### config.mk
export PLATFORM = sky130hd
export DESIGN_NAME = sm83_decode_flat
export DESIGN_NICKNAME = d
export VERILOG_FILES = /design/src/rtl/sm83_pkg.sv /design/src/rtl/sm83_decode_if.sv /design/src/rtl/sm83_opcode_rom.sv /design/src/rtl/sm83_decode.sv /design/src/flat_wrapper.sv
export SDC_FILE = /design/constraint.sdc
export NUM_CORES = 1
export LEC_CHECK = 0
export ABC_AREA = 1
export CAP_MARGIN = 25
export CORE_MARGIN = 1.5
export CORE_UTILIZATION = 45
export CTS_CLUSTER_DIAMETER = 30
export DETAILED_ROUTE_END_ITERATION = 16
export DONT_BUFFER_PORTS = 1
export SLEW_MARGIN = 20
export SYNTH_ARGS = -nofsm -noshare
export SYNTH_HDL_FRONTEND = slang
export SYNTH_HIERARCHICAL = 1
export SYNTH_SLANG_ARGS = --single-unit
export TNS_END_PERCENT = 100
### constraint.sdc
create_clock -name clk -period 1.8 [get_ports clk]
set_input_delay 0.54 -clock clk [delete_from_list [all_inputs] [get_ports clk]]
set_output_delay 0.54 -clock clk [all_outputs]
set_load 0.02 [all_outputs]
### src/rtl/sm83_pkg.sv
// Shared SM83 types: decoded control ops, r8 register selects, decoder FSM states.
// Also holds the CB prefix opcode constant and the illegal-opcode predicate.
package sm83_pkg;

  typedef enum logic [3:0] {
    CTL_NOP,
    CTL_LD_R8_D8,
    CTL_LD_HL_D8,
    CTL_LD_R8_R8,
    CTL_HALT,
    CTL_CB_PREFIX,
    CTL_CB_OP,
    CTL_LOCK,
    CTL_UNIMPL
  } ctl_op_t;

  typedef enum logic [2:0] {
    R8_B      = 3'd0,
    R8_C      = 3'd1,
    R8_D      = 3'd2,
    R8_E      = 3'd3,
    R8_H      = 3'd4,
    R8_L      = 3'd5,
    R8_HL_IND = 3'd6,
    R8_A      = 3'd7
  } r8_sel_t;

  typedef enum logic [1:0] {
    MAIN,
    CB_PENDING,
    CB_EXEC,
    LOCKED
  } sm83_dec_state_t;

  localparam logic [7:0] OPC_CB_PREFIX = 8'hCB;

  // Holes in the SM83 opcode map; real silicon hangs on any of these.
  function automatic logic is_illegal_opcode(input logic [7:0] op);
    case (op)
      8'hD3, 8'hDB, 8'hDD, 8'hE3, 8'hE4, 8'hEB,
      8'hEC, 8'hED, 8'hF4, 8'hFC, 8'hFD: return 1'b1;
      default:                           return 1'b0;
    endcase
  endfunction

endpackage

### src/rtl/sm83_decode_if.sv
// Decoder <-> control sequencer bundle: fetch strobe and read data in, decoded op out.
// The decoder uses the slave modport; the sequencer (or a bench) uses master.
interface sm83_decode_if #(
  parameter int unsigned CNT_W = 32
);
  import sm83_pkg::*;

  logic             fetch_cycle;
  logic [7:0]       mem_rdata;
  ctl_op_t          ctl_op;
  r8_sel_t          dst_r8;
  r8_sel_t          src_r8;
  logic             cb_mode;
  logic             locked;
  logic [7:0]       opcode;
  logic [CNT_W-1:0] instr_count;

  modport master (
    output fetch_cycle, mem_rdata,
    input  ctl_op, dst_r8, src_r8, cb_mode, locked, opcode, instr_count
  );

  modport slave (
    input  fetch_cycle, mem_rdata,
    output ctl_op, dst_r8, src_r8, cb_mode, locked, opcode, instr_count
  );

endinterface

### src/rtl/sm83_opcode_rom.sv
// Combinational map of {IR, cb page} to {ctl_op, dst_r8, src_r8}; zero latency.
module sm83_opcode_rom
  import sm83_pkg::*;
(
  input  logic [7:0] ir,
  input  logic       cb,
  output ctl_op_t    ctl_op,
  output r8_sel_t    dst_r8,
  output r8_sel_t    src_r8
);

  always_comb begin
    ctl_op = CTL_NOP;
    dst_r8 = R8_B;
    src_r8 = R8_B;
    if (cb) begin
      // Every CB-page op works on the register in the low three bits.
      ctl_op = CTL_CB_OP;
      dst_r8 = r8_sel_t'(ir[2:0]);
      src_r8 = r8_sel_t'(ir[2:0]);
    end else if (is_illegal_opcode(ir)) begin
      // Only reachable when illegal opcodes are configured not to lock.
      ctl_op = CTL_NOP;
    end else begin
      casez (ir)
        8'h00:       ctl_op = CTL_NOP;
        8'h36:       ctl_op = CTL_LD_HL_D8;
        8'b00???110: begin
          ctl_op = CTL_LD_R8_D8;
          dst_r8 = r8_sel_t'(ir[5:3]);
        end
        8'h76:       ctl_op = CTL_HALT;
        8'b01??????: begin
          ctl_op = CTL_LD_R8_R8;
          dst_r8 = r8_sel_t'(ir[5:3]);
          src_r8 = r8_sel_t'(ir[2:0]);
        end
        OPC_CB_PREFIX: ctl_op = CTL_CB_PREFIX;
        default:       ctl_op = CTL_UNIMPL;
      endcase
    end
  end

endmodule

### src/rtl/sm83_decode.sv
// Instruction register + CB-prefix/lock FSM feeding the control sequencer; decode visible the cycle after capture.
// No backpressure: a byte is taken on every fetch_cycle posedge. Optional retire counter under SM83_INSTR_COUNT_EN.
module sm83_decode
  import sm83_pkg::*;
#(
  parameter int unsigned CNT_W           = 32,
  parameter bit          LOCK_ON_ILLEGAL = 1'b1
) (
  input  logic         clk,
  input  logic         rst_n,
  sm83_decode_if.slave bus
);

  sm83_dec_state_t state_q, state_d;
  logic [7:0]      ir_q, ir_d;

  ctl_op_t rom_op;
  r8_sel_t rom_dst;
  r8_sel_t rom_src;

  always_ff @(posedge clk or negedge rst_n) begin
    if (!rst_n) begin
      state_q <= MAIN;
      ir_q    <= 8'h00;
    end else begin
      state_q <= state_d;
      ir_q    <= ir_d;
    end
  end

  always_comb begin
    state_d = state_q;
    ir_d    = ir_q;
    case (state_q)
      MAIN, CB_EXEC: begin
        if (bus.fetch_cycle) begin
          ir_d = bus.mem_rdata;
          if (bus.mem_rdata == OPC_CB_PREFIX)
            state_d = CB_PENDING;
          else if (LOCK_ON_ILLEGAL && is_illegal_opcode(bus.mem_rdata))
            state_d = LOCKED;
          else
            state_d = MAIN;
        end
      end
      CB_PENDING: begin
        // Second byte of a CB pair is always legal, even another CB.
        if (bus.fetch_cycle) begin
          ir_d    = bus.mem_rdata;
          state_d = CB_EXEC;
        end
      end
      default: begin
        state_d = LOCKED;
      end
    endcase
  end

  sm83_opcode_rom u_rom (
    .ir     (ir_q),
    .cb     (state_q == CB_EXEC),
    .ctl_op (rom_op),
    .dst_r8 (rom_dst),
    .src_r8 (rom_src)
  );

  always_comb begin
    bus.ctl_op  = rom_op;
    bus.dst_r8  = rom_dst;
    bus.src_r8  = rom_src;
    bus.cb_mode = (state_q == CB_EXEC);
    bus.locked  = (state_q == LOCKED);
    bus.opcode  = ir_q;
    if (state_q == LOCKED) begin
      bus.ctl_op = CTL_LOCK;
      bus.dst_r8 = R8_B;
      bus.src_r8 = R8_B;
    end
  end

`ifdef SM83_INSTR_COUNT_EN
  // A fetch outside CB_PENDING/LOCKED marks the retirement of the previous instruction.
  logic             retire;
  logic [CNT_W-1:0] cnt_q;

  assign retire = bus.fetch_cycle && (state_q == MAIN || state_q == CB_EXEC);

  always_ff @(posedge clk or negedge rst_n) begin
    if (!rst_n)
      cnt_q <= '0;
    else if (retire)
      cnt_q <= cnt_q + 1'b1;
  end

  assign bus.instr_count = cnt_q;
`else
  assign bus.instr_count = {CNT_W{1'b0}};
`endif

endmodule

### src/flat_wrapper.sv
// flat-port wrapper written by rule: the top's interface ports become plain ports
module sm83_decode_flat import sm83_pkg::*;
#(
  parameter int unsigned CNT_W           = 32,
  parameter bit          LOCK_ON_ILLEGAL = 1'b1
)
  (clk, rst_n, bus_fetch_cycle, bus_mem_rdata, bus_ctl_op, bus_dst_r8, bus_src_r8, bus_cb_mode, bus_locked, bus_opcode, bus_instr_count);
  sm83_decode_if #(.CNT_W(CNT_W)) bus_i ();
  input  logic clk;
  input  logic rst_n;
  input wire logic [$bits(bus_i.fetch_cycle)-1:0] bus_fetch_cycle;
  input wire logic [$bits(bus_i.mem_rdata)-1:0] bus_mem_rdata;
  output wire logic [$bits(bus_i.ctl_op)-1:0] bus_ctl_op;
  output wire logic [$bits(bus_i.dst_r8)-1:0] bus_dst_r8;
  output wire logic [$bits(bus_i.src_r8)-1:0] bus_src_r8;
  output wire logic [$bits(bus_i.cb_mode)-1:0] bus_cb_mode;
  output wire logic [$bits(bus_i.locked)-1:0] bus_locked;
  output wire logic [$bits(bus_i.opcode)-1:0] bus_opcode;
  output wire logic [$bits(bus_i.instr_count)-1:0] bus_instr_count;
  assign bus_i.fetch_cycle = bus_fetch_cycle;
  assign bus_i.mem_rdata = bus_mem_rdata;
  assign bus_ctl_op = bus_i.ctl_op;
  assign bus_dst_r8 = bus_i.dst_r8;
  assign bus_src_r8 = bus_i.src_r8;
  assign bus_cb_mode = bus_i.cb_mode;
  assign bus_locked = bus_i.locked;
  assign bus_opcode = bus_i.opcode;
  assign bus_instr_count = bus_i.instr_count;
  sm83_decode #(.CNT_W(CNT_W), .LOCK_ON_ILLEGAL(LOCK_ON_ILLEGAL)) u_core (.clk(clk), .rst_n(rst_n), .bus(bus_i));
endmodule
Word level (Yosys, flattened, before mapping):

Index checks and enable logic that the tools add are counted.

* logic and storage cells: 74
* register bits after elaboration: 10
* memories: 0
* output and inout bits: 52
* latch bits: 0
* bits in writable memories: 0
* bits in read-only memories: 0

* shifts and indexed selects: 0
* bitwise operators: 0
* div/mod/pow operators: 0
* eq/ne operators: 33
* order comparisons: 0
* reductions and logical operators: 10
* multiplexer cells: 29
* multipliers: 0
* add/subtract/negate cells: 0

Operators with widths (number)
* 8-bit equality test (second input constant): 24
* 3-bit 2-to-1 mux: 11
* 4-bit case mux with 2 select lines: 3
* 11-bit OR reduction: 2
* 4-bit 2-to-1 mux: 3
* 8-bit by 6-bit equality test with 1-bit output (second input constant): 1
* 8-bit by 7-bit equality test with 1-bit output (second input constant): 1
* 8-bit zero test: 1
* 2-bit 2-to-1 mux: 4
* 1-bit 2-to-1 mux: 6
* 3-bit case mux with 2 select lines: 1
* 2-bit OR reduction: 3
* 5-bit by 3-bit equality test with 1-bit output (second input constant): 1
* 2-bit by 1-bit equality test with 1-bit output (second input constant): 2
* 2-bit equality test (second input constant): 2
* 2-bit inequality test (second input constant): 2
* 2-bit case mux with 2 select lines: 1
* 2-bit AND reduction: 2
* 3-bit OR reduction: 1
* 2-bit zero test: 1

Depth between registers and ports, before layout:

Gate-level depths: netlist of run 1.

* word-level depth: 10
* mapped depth: 11

By module:

The synthesis of run 1 kept the hierarchy.

Modules (own cells, without submodules)
* sm83_decode: cells an instance 104, instances 1, area each 798.3 µm²
* sm83_opcode_rom: cells an instance 76, instances 1, area each 380.4 µm²

Worst setup path before layout of run 1:

No wires, ideal clock.

* path kind: flip-flop to output port
* start: register u_core.state_q[0]
* end: output port bus_ctl_op[0]
* data required time: 1.260 ns
* data arrival time: 1.519 ns
* path slack: -0.259 ns
* buffers on the path: 0
* cell stages (with the launch flop): 6
* cell sequence: dfrtp_1 -> nor2_1 -> inv_1 -> nand3_1 -> nor2_1 -> or2_2

* word-level cells in the longest chain between the ends: 3
* elaborated cells between the ends (all ways): 4

RTL lines
* start: declaration: line sm83_decode.sv:14 `sm83_dec_state_t state_q, state_d;`
* start signal: assignment: line sm83_decode.sv:26 `state_q <= state_d;`
* 2-bit equality test
* named net bus_cb_mode: line flat_wrapper.sv:16 `output wire logic [$bits(bus_i.cb_mode)-1:0] bus_cb_mode;`
* 4-bit 2-to-1 mux: line sm83_opcode_rom.sv:16 `if (cb) begin`
* named net u_core.rom_op[0]: line sm83_decode.sv:17 `ctl_op_t rom_op;`
* 4-bit 2-to-1 mux: line sm83_decode.sv:74 `if (state_q == LOCKED) begin`
* end: declaration: line flat_wrapper.sv:13 `output wire logic [$bits(bus_i.ctl_op)-1:0] bus_ctl_op;`

The timed path passes the listed nets, and every way through them passes these cells.

Final worst setup path of run 1:

* start: register u_core.ir_q[7], in the netlist u_core/bus.opcode[7]
* end: output port bus_ctl_op[0]

* word-level cells in the longest chain between the ends: 7
* elaborated cells between the ends (all ways): 26

RTL lines
* start: declaration: line sm83_decode.sv:15 `logic [7:0] ir_q, ir_d;`
* start signal: assignment: line sm83_decode.sv:27 `ir_q <= ir_d;`
* 8-bit equality test, or another cell as far along: line sm83_opcode_rom.sv:25 `casez (ir)`
* 4-bit case mux with 2 select lines / 11-bit OR reduction (equally long branches): line sm83_opcode_rom.sv:25, sm83_pkg.sv:39
* 4-bit case mux with 2 select lines / 1-bit 2-to-1 mux (equally long branches): line sm83_opcode_rom.sv:25, sm83_pkg.sv:39
* 4-bit case mux with 2 select lines / 1-bit 2-to-1 mux (equally long branches): line sm83_opcode_rom.sv:25, sm83_opcode_rom.sv:16
* 4-bit 2-to-1 mux *: line sm83_opcode_rom.sv:21 `end else if (is_illegal_opcode(ir)) begin`
* 4-bit 2-to-1 mux *: line sm83_opcode_rom.sv:16
* named net u_core.rom_op[0]: line sm83_decode.sv:17
* 4-bit 2-to-1 mux *: line sm83_decode.sv:74

Mark *: on every way through the listed nets, which the timed path passes. The rest lies on a longest branch. The select of a mux whose other input is x is not followed.

==> results of run 1 <==
[cell usage in the layout, fill, tap and decap left out, types with 4 or more instances in the layout]
cell type	Yosys	layout
conb_1	1	32
nand2_1	36	31
a21oi_2	3	4
buf_4	33	27
buf_6	1	8
dfrtp_2	0	7
nor2_4	2	10
o21ai_0	8	6
inv_2	2	6
inv_1	23	16
nor2_1	24	13
nor2_2	3	6
nand3_1	10	7
nand2_2	5	9
nand3_2	1	4
[layout make-up]
class                      instances  area (um^2)  area share (%)
multi-input combinational        141        807.0           51.23
clock buffer                       4        36.28           2.303
tap                               30        37.54           2.383
inverter                          25        112.6           7.149
timing repair buffer              37        322.8           20.49
sequential                        10        259.0           16.44
[worst max-delay path, stage by stage (launching register included)]
cell     delay, ns
dfrtp_2       0.46
nor2_4        0.17
nand2_1       0.08
nor2_2        0.17
a21oi_2       0.06
nand3_2       0.07
nor2_1        0.04
or2_4         0.27
[through the flow]
step	instances	total power, mW
after floorplan	211	0.6949
after global placement	228	0.7507
after detailed placement	228	0.7530
after CTS	241	1.028
after global routing	247	1.147
final	247	1.078
[cell families after synthesis]
group                  synth area share (%)
AO/OA/AOI/OAI                         6.900
multiplexers                          4.459
flip-flops                            21.23
buffers and inverters                 30.36
other                                0.3182
AND/OR/NAND/NOR                       36.73
[routing by layer]
metal  up-vias  track usage (%)  wire (um)
met4         0            6.667         34
met3         4            1.389        136
li1        570                -          -
met1       535            23.35       1081
met2        39            36.35       1574
met5         -                0          0
[path summary, 6_finish.rpt]
kind / end / slack, ns
max reg2reg: u_core/bus.opcode[6] / 0.59
max: bus_ctl_op[0] / -0.33
min in group asynchronous: u_core/bus.opcode[4] / 0.65
max in group asynchronous: u_core/bus.opcode[1] / 0.82
min reg2reg: u_core/bus.opcode[5] / 0.59
min: u_core/bus.opcode[0] / 0.42
[what timing repair did]
action,CTS,global route
hold buffers,1,0
setup buffers,8,6
gates resized for setup,24,17
pin swaps,14,21
endpoints found under the hold margin,10,0
endpoints found under the setup margin,10,11
[power by group through the flow]
| stage | Combinational (mW) | Sequential (mW) | Clock [mW] |
|---|---|---|---|
| 3_3_place_gp | 0.450 | 0.301 | 0 |
| 2_1_floorplan | 0.380 | 0.315 | 0 |
| 3_5_place_dp | 0.452 | 0.301 | 0 |
| 5_1_grt | 0.634 | 0.299 | 0.214 |
| 4_1_cts | 0.521 | 0.297 | 0.209 |
| 6_report | 0.580 | 0.295 | 0.202 |
[state kept, by name (all words and copies together), names as in the netlist]
| signal | cells |
|---|---|
| u_core/state_q | 2 |
| u_core/bus.opcode | 8 |
==> summary.md, run 1 <==
| Metric | Value |
|---|---|
| Top post-synthesis cells by area | dfrtp_1 (21%), buf_4 (21%), nand2_1 (11%) |
| Hold WS | 0.4182 ns |
| Worst Hold Class | in2reg |
| Synth top cells by count | nand2_1 (36), buf_4 (33), nor2_1 (24) |
| Diode count | 0 |
| Unrepaired setup endpoints after global routing | yes |
| Cell variety after synth | 24 |
| DRT Wirelength | 2826 um |
| Synthesized area per cell | 6.548 um^2 |
| Setup tns final | -2.759 ns |
| Fillers | 250 |
| Mapped cell area | 1179 um^2 |
| Fin crit period | 2.132 ns |
| Post-synth top area share | a little over a fifth |
| Switch share | a little over two fifths |
| Hold_sp | bus_mem_rdata[0] |
| FP Rows | 18 |
| Combinational share of power | 53.8% |
| Setup Viol. Count Final | 10 |
| Internal | 0.6055 mW |
| Post-route core utilization | 63.59% |
| Fin. max-slew vios | 0 |
| Routed wire length per instance | 11.44 um |
| Post-route cell area | 1575 um^2 |
| Critical Path RT | 1.26 ns |
| Area growth syn-to-layout | 33.65% |
| Hpwl dp | 2011 um |
| Die height | roughly 54 um |
| Failing checks | setup timing |
| Placer Congestion | 0.8944 |
| Share of cells above drive strength 1 | 46.54% |
| Switch Pwr | 0.4724 mW |
| Max Freq | 0.4690 GHz |
| Worst-path clk slew | 0.07 ns |
| Total Routing Usage GR | 19.57% |
| Maxcap violations | 0 |
| Yosys warning total | 6 |
| Initial Util | between 40% and 50% |
| Die Area | 2935 um^2 |
| Fin Clk Skew | 0.001798 ns |
| Final worst setup slack | -0.3324 ns |
| EDFF count, synth | 0 |
| Critical path startpoint category | flip-flop |
| Final hold violations | 0 |
| Post-route ant nets | 0 |
| VDD IR max | between 0.4 and 0.5 mV |
| Critical Path Source | u_core/bus.opcode[7] |
| CTS Sinks | 10 |
| Synth Flop Type | dfrtp_1 |
| Largest net degree at the start of global routing | 13 |
| Die X | 54.18 um |
| Critical path type | reg2out |
| Top-count cell post-synth | nand2_1 |
| Worst setup EP type | primary output |
| Leak | 0.8148 nW |
| Buffer depth of the longest clock path | 2 |
| Grt ovf | 0 |
| Pre-CTS setup slack | -0.07130 ns |
| Vias | 1148 |
| Power Dens Cells | slightly below 700 nW/um^2 |
| Vias in the first global route | about 1000 |
| Power share of the sequential group | between 20% and 30% |
| Clk Latency, worst-skew pair | 0.27 ns |
| Inserted Clock Buffers | 3 |
| Result of the run | finished with violations |
| Yosys top cell by area | dfrtp_1 |
| Iter 0 DRT Violations | 18 |
| Core area | 2477 um^2 |
| H-tree depth | 1 |
| Worst Hold Depth | 1 |
| Vias per inst | 4.648 |
| Worst r2r src | u_core/bus.opcode[6] |
| Root buf cell | clkbuf_4 |
| CTS tree | yes |
| Clock power frac | 18.8% |
| Io pins | 63 |
| CP Data Arrival Time | about 1.6 ns |
| Nets | ~230 |
| Synth async-reset ratio | 100.0% |
| R2R depth | 4 |
| DP Area | 1292 um^2 |
| #FFs+latches synth | 10 |
| Cell count after synthesis | 180 |
| Post-synthesis sequential area ratio | 21.23% |
| DRT Pass-1 Iters | 4 |
| Tcrit/Tclk final | 118.5% |
| PortBufs | 0 |
| DRC viols | 0 |
| First-pass GRT wire length | 4181 um |
| Max FO, Critical Path | 5 |
| Initial antenna violation count | 0 |
(Power assumes the default switching activity.)
==> inputs of run 2 (changes only) <==
ABC_AREA = 0   (was 1)
==> run 2 against run 1 <==
- the flow still finishes with violations (setup timing)
- clock power decreased by 22%
- hold slack improved by 0.0066 ns
- routed wire length decreased by 18%
- highest routed layer is now met3
- clock skew about the same
- cell count decreased by 19%
- critical path type unchanged
- largest power group unchanged
- synthesized area decreased by 4.8%
==> summary.md, run 2 <==
| Metric | Value |
|---|---|
| Result of the run | finished with violations |
| Failing checks | setup timing |
| Initial Util | 49.31% (+1.7 points) |
| Area growth syn-to-layout | 25.86% |
| Yosys warning total | 6 (unchanged) |
| Core area | 2276 um^2 (-8.1%) |
| Die X | 52.94 um (-2.3%) |
| CP bufs+invs | 0 (unchanged) |
| Maxcap violations | 0 (unchanged) |
| Worst Hold Depth | 1 (unchanged) |
| Switch Pwr | 0.4001 mW (-15%) |
| Leak | 0.7012 nW (-14%) |
| Routed wire length per instance | 11.65 um (+1.9%) |
| Vias per inst | 4.719 (+1.5%) |
| VDD IR max | 0.5019 mV (+1.7%) |
| Vias in the first global route | 868 (-15%) |
| Synth async-reset ratio | 100.0% (unchanged) |
| H-tree depth | 1 (unchanged) |
| FP Rows | 17 (-1) |
| Initial antenna violation count | 0 (unchanged) |
| First-pass GRT wire length | 3753 um (-10%) |
| Nets | 183 (-20%) |
| Post-route cell area | 1413 um^2 (-10%) |
| Post-route ant nets | 0 (unchanged) |
| Final hold violations | 0 (unchanged) |
| Max FO, Critical Path | 2 (-3) |
| Share of cells above drive strength 1 | 42.69% (-3.9 points) |
| Critical-path top delay cell | or4_4 |
| Overall power | 0.9903 mW (-8.1%) |
| Setup Viol. Count Final | 10 (unchanged) |
| Grt ovf | 0 (unchanged) |
| Cell count after synthesis | 136 (-24%) |
| Power share of the sequential group | 28.7% (+1.3 points) |
| Clk Latency, worst-skew pair | 0.25 ns (-0.02 ns) |
| Buffer depth of the longest clock path | 2 (unchanged) |
| R2R depth | 4 (unchanged) |
| Clock power frac | 15.9% (-2.9 points) |
| Final Non-Filler Cells | 199 (-19%) |
| Mapped cell area | 1122 um^2 (-4.8%) |
| Max FFs per register | 8 (unchanged) |
| CP Data Arrival Time | 1.78 ns (+0.19 ns) |
| Synthesized area per cell | 8.252 um^2 (+26%) |
| Diode count | 0 (unchanged) |
| Worst-path clk slew | 0.06 ns (about the same) |
| Combinational share of power | 55.4% (+1.6 points) |
| Worst Hold Class | in2reg |
| Crit-path max cell delay | 0.55 ns (+0.09 ns) |
| Cell variety after synth | 44 (+83%) |
| Post-synth top area share | 22.30% (+1.1 points) |
| PortBufs | 0 (unchanged) |
| Inserted Clock Buffers | 3 (unchanged) |
| Total Routing Usage GR | 17.66% (-1.9 points) |
| Synth top cells by count | buf_4 (32), dfrtp_1 (10), nand2_1 (10) |
| Switch share | 40.40% (-3.4 points) |
| Worst setup EP type | primary output |
| Placer Congestion | 0.8335 (-6.8%) |
| Synth Flop Type | dfrtp_1 |
| Max Freq | 0.4310 GHz (-8.1%) |
| Root buf cell | clkbuf_4 |
| Most common cell after layout, fill and taps aside | buf_4 |
| Unrepaired setup endpoints after global routing | yes |
| Vias | 939 (-18%) |
| Iter 0 DRT Violations | 16 (-2) |
| Hpwl dp | 1905 um (-5.2%) |
| Placed cell count | 189 (-17%) |
| DRT Wirelength | 2319 um (-18%) |
| Cell family with most CP delay | simple AND/OR/NAND/NOR gates |
| Tcrit/Tclk final | 128.9% (+10 points) |
| CTS tree | yes |
| Die Area | 2803 um^2 (-4.5%) |
| Fin crit period | 2.320 ns (+0.1879 ns) |
| Largest net degree at the start of global routing | 11 (-2) |
| EDFF count, synth | 0 (unchanged) |
| Top-count cell post-synth | buf_4 |
| Logic depth of the worst setup path including buffers | 5 (-2) |
| Critical path type | reg2out |
| Fin. max-slew vios | 0 (unchanged) |
| Critical path startpoint category | flip-flop |
| DP Area | 1295 um^2 (+0.19%) |
| Post-route core utilization | 62.07% (-1.5 points) |
| DRT Pass-1 Iters | 4 (unchanged) |
| CTS Sinks | 10 (unchanged) |
| #FFs+latches synth | 10 (unchanged) |
| CP Cell Sequence | or4_4 -> nor4_4 -> nor4_2 -> a22o_1 -> and2_4 |
| Fin Clk Skew | 0.002098 ns (+0.0003001 ns) |
| Final worst setup slack | -0.5203 ns (-0.1879 ns) |
| Die height | 52.94 um (-2.3%) |
| Critical Path RT | 1.26 ns (about the same) |
| Post-synthesis sequential area ratio | 22.30% (+1.1 points) |
| Yosys top cell by area | dfrtp_1 |
| Most frequent cells in the layout | buf_4 (34), conb_1 (32), nand2_1 (10) |
| Power Dens Cells | 701.1 nW/um^2 (+2.5%) |
| Io pins | 63 (unchanged) |
| Internal | 0.5903 mW (-2.5%) |
| Top post-synthesis cells by area | dfrtp_1 (22%), buf_4 (21%), mux2_2 (8.0%) |
| DRC viols | 0 (unchanged) |
run 2: cell types whose count changed in the layout (fill, tap and decap cells not counted), moves of 7 or more:
cell,before,now
buf_4,27,34
inv_1,16,4
nand2_1,31,10
nand2_2,9,0
nor2_1,13,4
nor2_4,10,1
run 2: per-layer routing:
metal	vias up	global-route usage [%]	wire length, um
met2	35	33.13	1253
met1	431	20.98	944
li1	473	-	-
met4	0	5.556	0
met3	0	1.412	122
met5	-	0	0
run 2: worst reg2reg max path, stage by stage (launching register included):
cell and delay, ns:
dfrtp_1 0.41, buf_4 0.16, nand2_1 0.10, and2_1 0.34
mux2_2 0.38
run 2: final timing paths:
kind                                           start  slack, ns                    to
worst max register to register     u_core/state_q[0]       0.29  u_core/bus.opcode[4]
worst min register to register  u_core/bus.opcode[3]       0.58  u_core/bus.opcode[3]
max in group asynchronous                      rst_n       0.79  u_core/bus.opcode[0]
worst max-delay path            u_core/bus.opcode[1]      -0.52         bus_dst_r8[2]
min in group asynchronous                      rst_n       0.67  u_core/bus.opcode[5]
worst min-delay path                 bus_fetch_cycle       0.42     u_core/state_q[1]
run 2: cells by family after synthesis:
| logic type | share of synthesized area, % |
|---|---|
| AND/OR/NAND/NOR | 26.09 |
| buffers and inverters | 25.97 |
| AO/OA/AOI/OAI | 14.83 |
| flip-flops | 22.30 |
| multiplexers | 8.919 |
| XOR/XNOR | 1.561 |
| other | 0.3341 |
run 2: per-stage QoR:
| stage | setup slack (ns) | hold WS (ns) | TNS [ns] |
|---|---|---|---|
| after global placement | -0.2905 | 0.2447 | -1.941 |
| after detailed placement | -0.3125 | 0.2447 | -1.995 |
| after global routing | -0.6042 | 0.4095 | -5.140 |
| after CTS | -0.5301 | 0.4186 | -4.445 |
| final | -0.5203 | 0.4248 | -4.167 |
| after floorplan | -0.3631 | 0.2444 | -2.418 |
run 2: power by group through the flow:
stage | logic (mW) | registers [mW] | clock network, mW
floorplan | 0.377 | 0.314 | 0
detailed placement | 0.501 | 0.287 | 0
finish | 0.549 | 0.285 | 0.157
global placement | 0.497 | 0.286 | 0
CTS | 0.538 | 0.284 | 0.165
global route | 0.590 | 0.290 | 0.182
run 2: final cells by class:
type	instances	area (um^2)
clock buffers	4	26.28
fillers	225	863.3
inverters	5	18.77
multi-input cells	114	767.0
flip-flops and latches	10	257.7
well taps	28	35.03
repair buffers	38	307.8
run 2: timing repair:
item | in CTS | in global routing
endpoints found under the setup margin | 10 | 11
resized for setup | 8 | 4
hold buffers | 1 | 0
endpoints found under the hold margin | 10 | 0
setup buffers | 3 | 2
pin swaps | 2 | 2
